$ cat config.mk
export PLATFORM = sky130hd
export DESIGN_NAME = gcd_driver_flat
export DESIGN_NICKNAME = d
export VERILOG_FILES = /design/src/rtl/gcd_driver_if.sv /design/src/rtl/gcd_driver.sv /design/src/flat_wrapper.sv
export SDC_FILE = /design/constraint.sdc
export NUM_CORES = 1
export LEC_CHECK = 0
export CAP_MARGIN = 20
export CORE_ASPECT_RATIO = 1.25
export CORE_UTILIZATION = 29
export DETAILED_ROUTE_END_ITERATION = 6
export SYNTH_ARGS = -nofsm -noshare
export SYNTH_HDL_FRONTEND = slang
export SYNTH_SLANG_ARGS = --single-unit
$ cat constraint.sdc
create_clock -name clk -period 2.2 [get_ports clk]
set_input_delay 0.44 -clock clk [delete_from_list [all_inputs] [get_ports clk]]
set_output_delay 0.44 -clock clk [all_outputs]
set_load 0.01 [all_outputs]
$ cat src/rtl/gcd_driver_if.sv
// Handshake and core-side signal bundle for gcd_driver.
// The master modport is the driver's own view: it accepts operand pairs,
// drives the GCD core and presents results. The slave modport is the
// view of everything around it (upstream source, core and result sink).
interface gcd_driver_if #(
  parameter int WIDTH = 16
);
  logic             in_valid;
  logic             in_ready;
  logic [WIDTH-1:0] in_a;
  logic [WIDTH-1:0] in_b;
  logic             gcd_clr;
  logic             gcd_start;
  logic [WIDTH-1:0] gcd_data_in;
  logic             gcd_done;
  logic [WIDTH-1:0] gcd_result;
  logic             out_valid;
  logic             out_ready;
  logic [WIDTH-1:0] out_result;
  logic             out_err;

  modport master (
    input  in_valid, in_a, in_b, gcd_done, gcd_result, out_ready,
    output in_ready, gcd_clr, gcd_start, gcd_data_in, out_valid, out_result, out_err
  );

  modport slave (
    output in_valid, in_a, in_b, gcd_done, gcd_result, out_ready,
    input  in_ready, gcd_clr, gcd_start, gcd_data_in, out_valid, out_result, out_err
  );
endinterface

$ cat src/rtl/gcd_driver.sv
// gcd_driver: sequences one operand pair through an external GCD core.
// Pairs with a zero operand are answered directly without touching the core.
// The core is cleared, loaded with A (with start) then B over the shared
// bus, and the result is awaited with a bounded timeout. All outputs are
// registered and decoded from the next state, so each output is a clean
// flop that changes together with the state it belongs to.
module gcd_driver #(
  parameter int WIDTH   = 16,
  parameter int TIMEOUT = 1024
) (
  input  logic         clk,
  input  logic         rst_n,
  gcd_driver_if.master bus
);

  localparam int CW = $clog2(TIMEOUT + 1);

  typedef enum logic [2:0] {
    ST_IDLE   = 3'd0,
    ST_CLEAR  = 3'd1,
    ST_LOAD_A = 3'd2,
    ST_LOAD_B = 3'd3,
    ST_WAIT   = 3'd4,
    ST_OUT    = 3'd5
  } state_t;

  state_t           state_r, state_s;
  logic [WIDTH-1:0] op_a_r, op_a_s;
  logic [WIDTH-1:0] op_b_r, op_b_s;
  logic [CW-1:0]    cnt_r, cnt_s;
  logic [WIDTH-1:0] result_r, result_s;
  logic             err_r, err_s;
  logic [WIDTH-1:0] data_r, data_s;
  logic             in_ready_r, gcd_clr_r, gcd_start_r, out_valid_r;

  // Next-state, operand capture, timeout counter and result selection.
  always_comb begin
    state_s  = state_r;
    op_a_s   = op_a_r;
    op_b_s   = op_b_r;
    cnt_s    = cnt_r;
    result_s = result_r;
    err_s    = err_r;
    case (state_r)
      ST_IDLE: begin
        if (bus.in_valid) begin
          op_a_s = bus.in_a;
          op_b_s = bus.in_b;
          if ((bus.in_a == {WIDTH{1'b0}}) && (bus.in_b == {WIDTH{1'b0}})) begin
            state_s  = ST_OUT;
            result_s = {WIDTH{1'b0}};
            err_s    = 1'b1;
          end else if (bus.in_a == {WIDTH{1'b0}}) begin
            state_s  = ST_OUT;
            result_s = bus.in_b;
            err_s    = 1'b0;
          end else if (bus.in_b == {WIDTH{1'b0}}) begin
            state_s  = ST_OUT;
            result_s = bus.in_a;
            err_s    = 1'b0;
          end else begin
            state_s = ST_CLEAR;
          end
        end else begin
          state_s = ST_IDLE;
        end
      end
      ST_CLEAR:  state_s = ST_LOAD_A;
      ST_LOAD_A: state_s = ST_LOAD_B;
      ST_LOAD_B: begin
        state_s = ST_WAIT;
        cnt_s   = {CW{1'b0}};
      end
      ST_WAIT: begin
        // A done seen on the last allowed cycle still wins over the timeout.
        if (bus.gcd_done) begin
          state_s  = ST_OUT;
          result_s = bus.gcd_result;
          err_s    = 1'b0;
        end else if (cnt_r == CW'(TIMEOUT - 1)) begin
          state_s  = ST_OUT;
          result_s = {WIDTH{1'b0}};
          err_s    = 1'b1;
        end else begin
          cnt_s = cnt_r + CW'(1);
        end
      end
      ST_OUT: begin
        if (bus.out_ready) begin
          state_s = ST_IDLE;
        end else begin
          state_s = ST_OUT;
        end
      end
      default: state_s = ST_IDLE;
    endcase
  end

  // Core bus value for the upcoming state: A while loading A, B while loading B, else 0.
  always_comb begin
    data_s = {WIDTH{1'b0}};
    case (state_s)
      ST_LOAD_A: data_s = op_a_s;
      ST_LOAD_B: data_s = op_b_s;
      default:   data_s = {WIDTH{1'b0}};
    endcase
  end

  // State, datapath and registered outputs; reset abandons any transaction.
  always_ff @(posedge clk or negedge rst_n) begin
    if (!rst_n) begin
      state_r     <= ST_IDLE;
      op_a_r      <= {WIDTH{1'b0}};
      op_b_r      <= {WIDTH{1'b0}};
      cnt_r       <= {CW{1'b0}};
      result_r    <= {WIDTH{1'b0}};
      err_r       <= 1'b0;
      data_r      <= {WIDTH{1'b0}};
      in_ready_r  <= 1'b1;
      gcd_clr_r   <= 1'b0;
      gcd_start_r <= 1'b0;
      out_valid_r <= 1'b0;
    end else begin
      state_r     <= state_s;
      op_a_r      <= op_a_s;
      op_b_r      <= op_b_s;
      cnt_r       <= cnt_s;
      result_r    <= result_s;
      err_r       <= err_s;
      data_r      <= data_s;
      in_ready_r  <= (state_s == ST_IDLE);
      gcd_clr_r   <= (state_s == ST_CLEAR);
      gcd_start_r <= (state_s == ST_LOAD_A);
      out_valid_r <= (state_s == ST_OUT);
    end
  end

  assign bus.in_ready    = in_ready_r;
  assign bus.gcd_clr     = gcd_clr_r;
  assign bus.gcd_start   = gcd_start_r;
  assign bus.gcd_data_in = data_r;
  assign bus.out_valid   = out_valid_r;
  assign bus.out_result  = result_r;
  assign bus.out_err     = err_r;

endmodule

$ cat src/flat_wrapper.sv
// flat-port wrapper written by rule: the top's interface ports become plain ports
module gcd_driver_flat 
#(
  parameter int WIDTH   = 16,
  parameter int TIMEOUT = 1024
)
  (clk, rst_n, bus_in_valid, bus_in_a, bus_in_b, bus_gcd_done, bus_gcd_result, bus_out_ready, bus_in_ready, bus_gcd_clr, bus_gcd_start, bus_gcd_data_in, bus_out_valid, bus_out_result, bus_out_err);
  gcd_driver_if #(.WIDTH(WIDTH)) bus_i ();
  input  logic clk;
  input  logic rst_n;
  input wire logic [$bits(bus_i.in_valid)-1:0] bus_in_valid;
  input wire logic [$bits(bus_i.in_a)-1:0] bus_in_a;
  input wire logic [$bits(bus_i.in_b)-1:0] bus_in_b;
  input wire logic [$bits(bus_i.gcd_done)-1:0] bus_gcd_done;
  input wire logic [$bits(bus_i.gcd_result)-1:0] bus_gcd_result;
  input wire logic [$bits(bus_i.out_ready)-1:0] bus_out_ready;
  output wire logic [$bits(bus_i.in_ready)-1:0] bus_in_ready;
  output wire logic [$bits(bus_i.gcd_clr)-1:0] bus_gcd_clr;
  output wire logic [$bits(bus_i.gcd_start)-1:0] bus_gcd_start;
  output wire logic [$bits(bus_i.gcd_data_in)-1:0] bus_gcd_data_in;
  output wire logic [$bits(bus_i.out_valid)-1:0] bus_out_valid;
  output wire logic [$bits(bus_i.out_result)-1:0] bus_out_result;
  output wire logic [$bits(bus_i.out_err)-1:0] bus_out_err;
  assign bus_i.in_valid = bus_in_valid;
  assign bus_i.in_a = bus_in_a;
  assign bus_i.in_b = bus_in_b;
  assign bus_i.gcd_done = bus_gcd_done;
  assign bus_i.gcd_result = bus_gcd_result;
  assign bus_i.out_ready = bus_out_ready;
  assign bus_in_ready = bus_i.in_ready;
  assign bus_gcd_clr = bus_i.gcd_clr;
  assign bus_gcd_start = bus_i.gcd_start;
  assign bus_gcd_data_in = bus_i.gcd_data_in;
  assign bus_out_valid = bus_i.out_valid;
  assign bus_out_result = bus_i.out_result;
  assign bus_out_err = bus_i.out_err;
  gcd_driver #(.WIDTH(WIDTH), .TIMEOUT(TIMEOUT)) u_core (.clk(clk), .rst_n(rst_n), .bus(bus_i));
endmodule
==> out/qor.txt, run 1 <==
RSZ-0062 raised after global routing = no
placed cell count = 596
Syn. warnings = 0
final WL = 10.3 mm
Clock Tree Buf Depth = 2
leakage power = 2.49 nW
cts hold-fix bufs = 0
share of layout cells above drive strength 1 = 0.288
Clock transition at path regs = 0.06 ns
first-pass GRT wire length = 16.4 mm
Post-layout nets = 495
final setup margin = 0.0741 ns
Area Growth Syn to Fin = 49.5%
clk sinks = 83
Slew Viols, Final = 0
non-filler cells, final = 613
Rel. slew slack = 0.584
post-synthesis register bit count = 83
Final period util = 0.966
Syn Nets = 366
TritonRoute pass-1 iters = 4
CTS Buf Count = 9
post-synthesis cell count = 312
Worst Skew = 0.00488 ns
post-layout util = 0.443
Worst Tran Pin Value = 0.622 ns
reg2reg setup slack = 0.17 ns
number of port buffers = 89
met2 GRT Util = 0.270
sequential fraction of the synthesis area = 0.556
TritonCTS clock tree = done
gpl congestion = 0.787
Top Ports = 90
setup TNS = 0 ns
critical path required time = 2.42 ns
most common cell after layout, fill and taps aside = dfrtp_1
Initial Util = 0.297
aggregate global routing overflow = 0
DRC viols = 0
Clock Tree Root = clkbuf_16
critical path fanouts, max = 4
Crit path arrival time = 2.35 ns
CP Capture Type = flop
GRT busiest layer = met2
HPWL Detailed = 7.56 mm
die span in y = 129 µm
Die Area = 13300 µm²
fillers = 1151
CTS H-tree lvls = 3
antenna violations before repair = 0
crit path max-delay cell type = clkdlybuf4s50_1
status = finished clean
min Tclk post-route = 2.13 ns
WS Path Type = input port to flop
Vias = 2909
number of routed nets with antenna violations = 0
# rows = 46
max frequency = 470 MHz
Mapped Avg Cell Area = 12.0 µm²
GRT Total Usage = 0.161
initial drt markers = 84
Die W = 104 µm
maximum vdd ir drop = 0.000443 V
startpoint types = input port
met3 Usage GRT = 0.0274
Final Hold Vio Count = 0
Clock Latency Late Sink = 0.34 ns
most frequent cells in the layout = 82 x dfrtp_1, 68 x clkdlybuf4s50_1, 43 x buf_4
number of inserted diodes = 0
largest net degree at the start of global routing = 84
grt met1 use = 0.201
vias in the first global route = 3099
WL/cell = 16.8 µm
Setup WS pre-CTS = -0.397 ns
mapped cell area = 3740 µm²
PwrDens = 1150 nW/µm²
Distinct cells, synth = 41
Final setup viols = 0
Core Region = 12600 µm²
CP Cell Sequence = clkdlybuf4s50_1 -> nor4_4 -> nand4_1 -> a21boi_2 -> o21bai_4 -> clkbuf_16 -> mux2_4
slowest stage delay, CP = 0.47 ns
max capacitance violation total = 0
class of the worst hold path = input port to async pin
via/cell ratio = 4.75
[report_power, final]
part | internal (W) | switching (W) | leakage [nW]
combinational | 0.00140 | 0.000986 | 1.30
sequential | 0.00215 | 0.000387 | 1.04
clock | 0.000933 | 0.000568 | 0.146
[worst paths after layout]
kind / from / endpoint / cells past startpoint
max: bus_in_a[1] / u_core.bus.out_result[10] / 7
min: rst_n / u_core.cnt_r[6] / 2
max reg2reg: u_core.cnt_r[0] / u_core.bus.out_result[10] / 7
min reg2reg: u_core.op_b_r[5] / u_core.op_b_r[5] / 1
max in group asynchronous: rst_n / u_core.op_b_r[7] / 2
min in group clk: bus_in_a[5] / u_core.op_a_r[5] / 2
[worst max-delay path, delay by kind of cell]
kind	cells	cell delay [ns]
AND/OR/NAND/NOR	2	0.53
AO/OA/AOI/OAI	2	0.39
buffers and inverters	2	0.68
multiplexers	1	0.29
[area by class of cell]
cell class / instances / area, µm² / share of cell area
Clock inverter: 2 / 35.0 / 0.00627
Clock buffer: 13 / 260 / 0.0466
Sequential cell: 83 / 2080 / 0.372
Multi-Input combinational cell: 209 / 1630 / 0.292
Timing Repair Buffer: 138 / 1370 / 0.246
Tap cell: 168 / 210 / 0.0376
[flip-flops by register name, indices dropped and copies added (netlist names)]
register / count
u_core.bus.out_err: 1
u_core.bus.out_valid: 1
u_core.bus.gcd_clr: 1
u_core.state_r: 3
u_core.op_a_r: 16
u_core.bus.in_ready: 1
u_core.bus.gcd_start: 1
u_core.bus.gcd_data_in: 16
u_core.bus.out_result: 16
u_core.cnt_r: 11
u_core.op_b_r: 16
[synth_stat cells]
library cell	number	area share
buf_2	10	0.013
o21ai_2	1	0.0023
o21ai_0	17	0.023
and2_1	2	0.0033
o311a_1	1	0.0027
a211oi_1	1	0.0020
nor2_2	1	0.0017
and3b_1	1	0.0023
o211ai_1	3	0.0060
nor4_1	12	0.020
mux2_1	1	0.0030
a21boi_1	1	0.0020
nor4b_4	1	0.0064
o21bai_4	1	0.0050
nand3b_1	3	0.0060
mux2i_1	2	0.0054
and4_1	2	0.0047
o32ai_1	1	0.0023
nand2_1	24	0.024
or3b_1	1	0.0023
a21oi_1	17	0.023
clkbuf_2	2	0.0027
mux2_4	9	0.036
mux2_2	39	0.12
o21ba_2	1	0.0027
nand2b_1	1	0.0017
xnor2_1	6	0.014
clkbuf_1	7	0.0070
dfstp_2	1	0.0070
nand4_2	1	0.0033
buf_12	1	0.0054
nand4_1	2	0.0033
dfrtp_1	82	0.55
a22oi_1	16	0.032
ha_1	1	0.0033
nand3_1	5	0.0067
nor3_1	4	0.0054
nor2_1	23	0.023
nor3b_1	4	0.0080
nor2b_1	3	0.0050
nor4_4	1	0.0057
[timing repair]
item                       in CTS  in global routing
cloned                          0                  2
pin swaps                       0                 12
setup endpoints to repair      17                 17
setup buffers                   0                  0
gates resized for setup         4                 32
[cells by family after synthesis]
family / synth area share
AO/OA/AOI/OAI: 0.103
XOR/XNOR: 0.0141
adder cells (fa/ha/maj): 0.00335
buffers and inverters: 0.0285
flip-flops: 0.556
multiplexers: 0.162
AND/OR/NAND/NOR: 0.133
[metal layers]
metal / routed length (µm) / vias to the layer above / share of wire
met2: 5080 / 73 / 0.49
li1: - / 1383 / -
met4: 279 / 0 / 0.027
met1: 4530 / 1433 / 0.44
met3: 377 / 20 / 0.037
met5: 0 / - / 0
[metrics by stage]
step	power [W]	hold slack [ns]	area (µm²)
after floorplan	0.00378	0.144	3740
after global placement	0.00485	0.489	5120
after detailed placement	0.00492	0.497	5120
after CTS	0.00646	0.149	5440
after global routing	0.00679	0.160	5590
final	0.00643	0.128	5590
No activity file was read; power rests on OpenSTA's default activity.
==> run 2, diff against run 1 <==
--- a/config.mk
+++ b/config.mk
@@ -9,6 +9,7 @@
 export CORE_ASPECT_RATIO = 1.25
 export CORE_UTILIZATION = 29
 export DETAILED_ROUTE_END_ITERATION = 6
+export SLEW_MARGIN = 20
 export SYNTH_ARGS = -nofsm -noshare
 export SYNTH_HDL_FRONTEND = slang
 export SYNTH_SLANG_ARGS = --single-unit
==> results of run 2 <==
Final layout, timing and power as in run 1 (identical DEF).
==> run 3, diff against run 2 <==
--- a/config.mk
+++ b/config.mk
@@ -9,7 +9,7 @@
 export CORE_ASPECT_RATIO = 1.25
 export CORE_UTILIZATION = 29
 export DETAILED_ROUTE_END_ITERATION = 6
-export SLEW_MARGIN = 20
+export SLEW_MARGIN = 25
 export SYNTH_ARGS = -nofsm -noshare
 export SYNTH_HDL_FRONTEND = slang
 export SYNTH_SLANG_ARGS = --single-unit
==> results of run 3 <==
Final layout, timing and power as in run 1 (identical DEF).
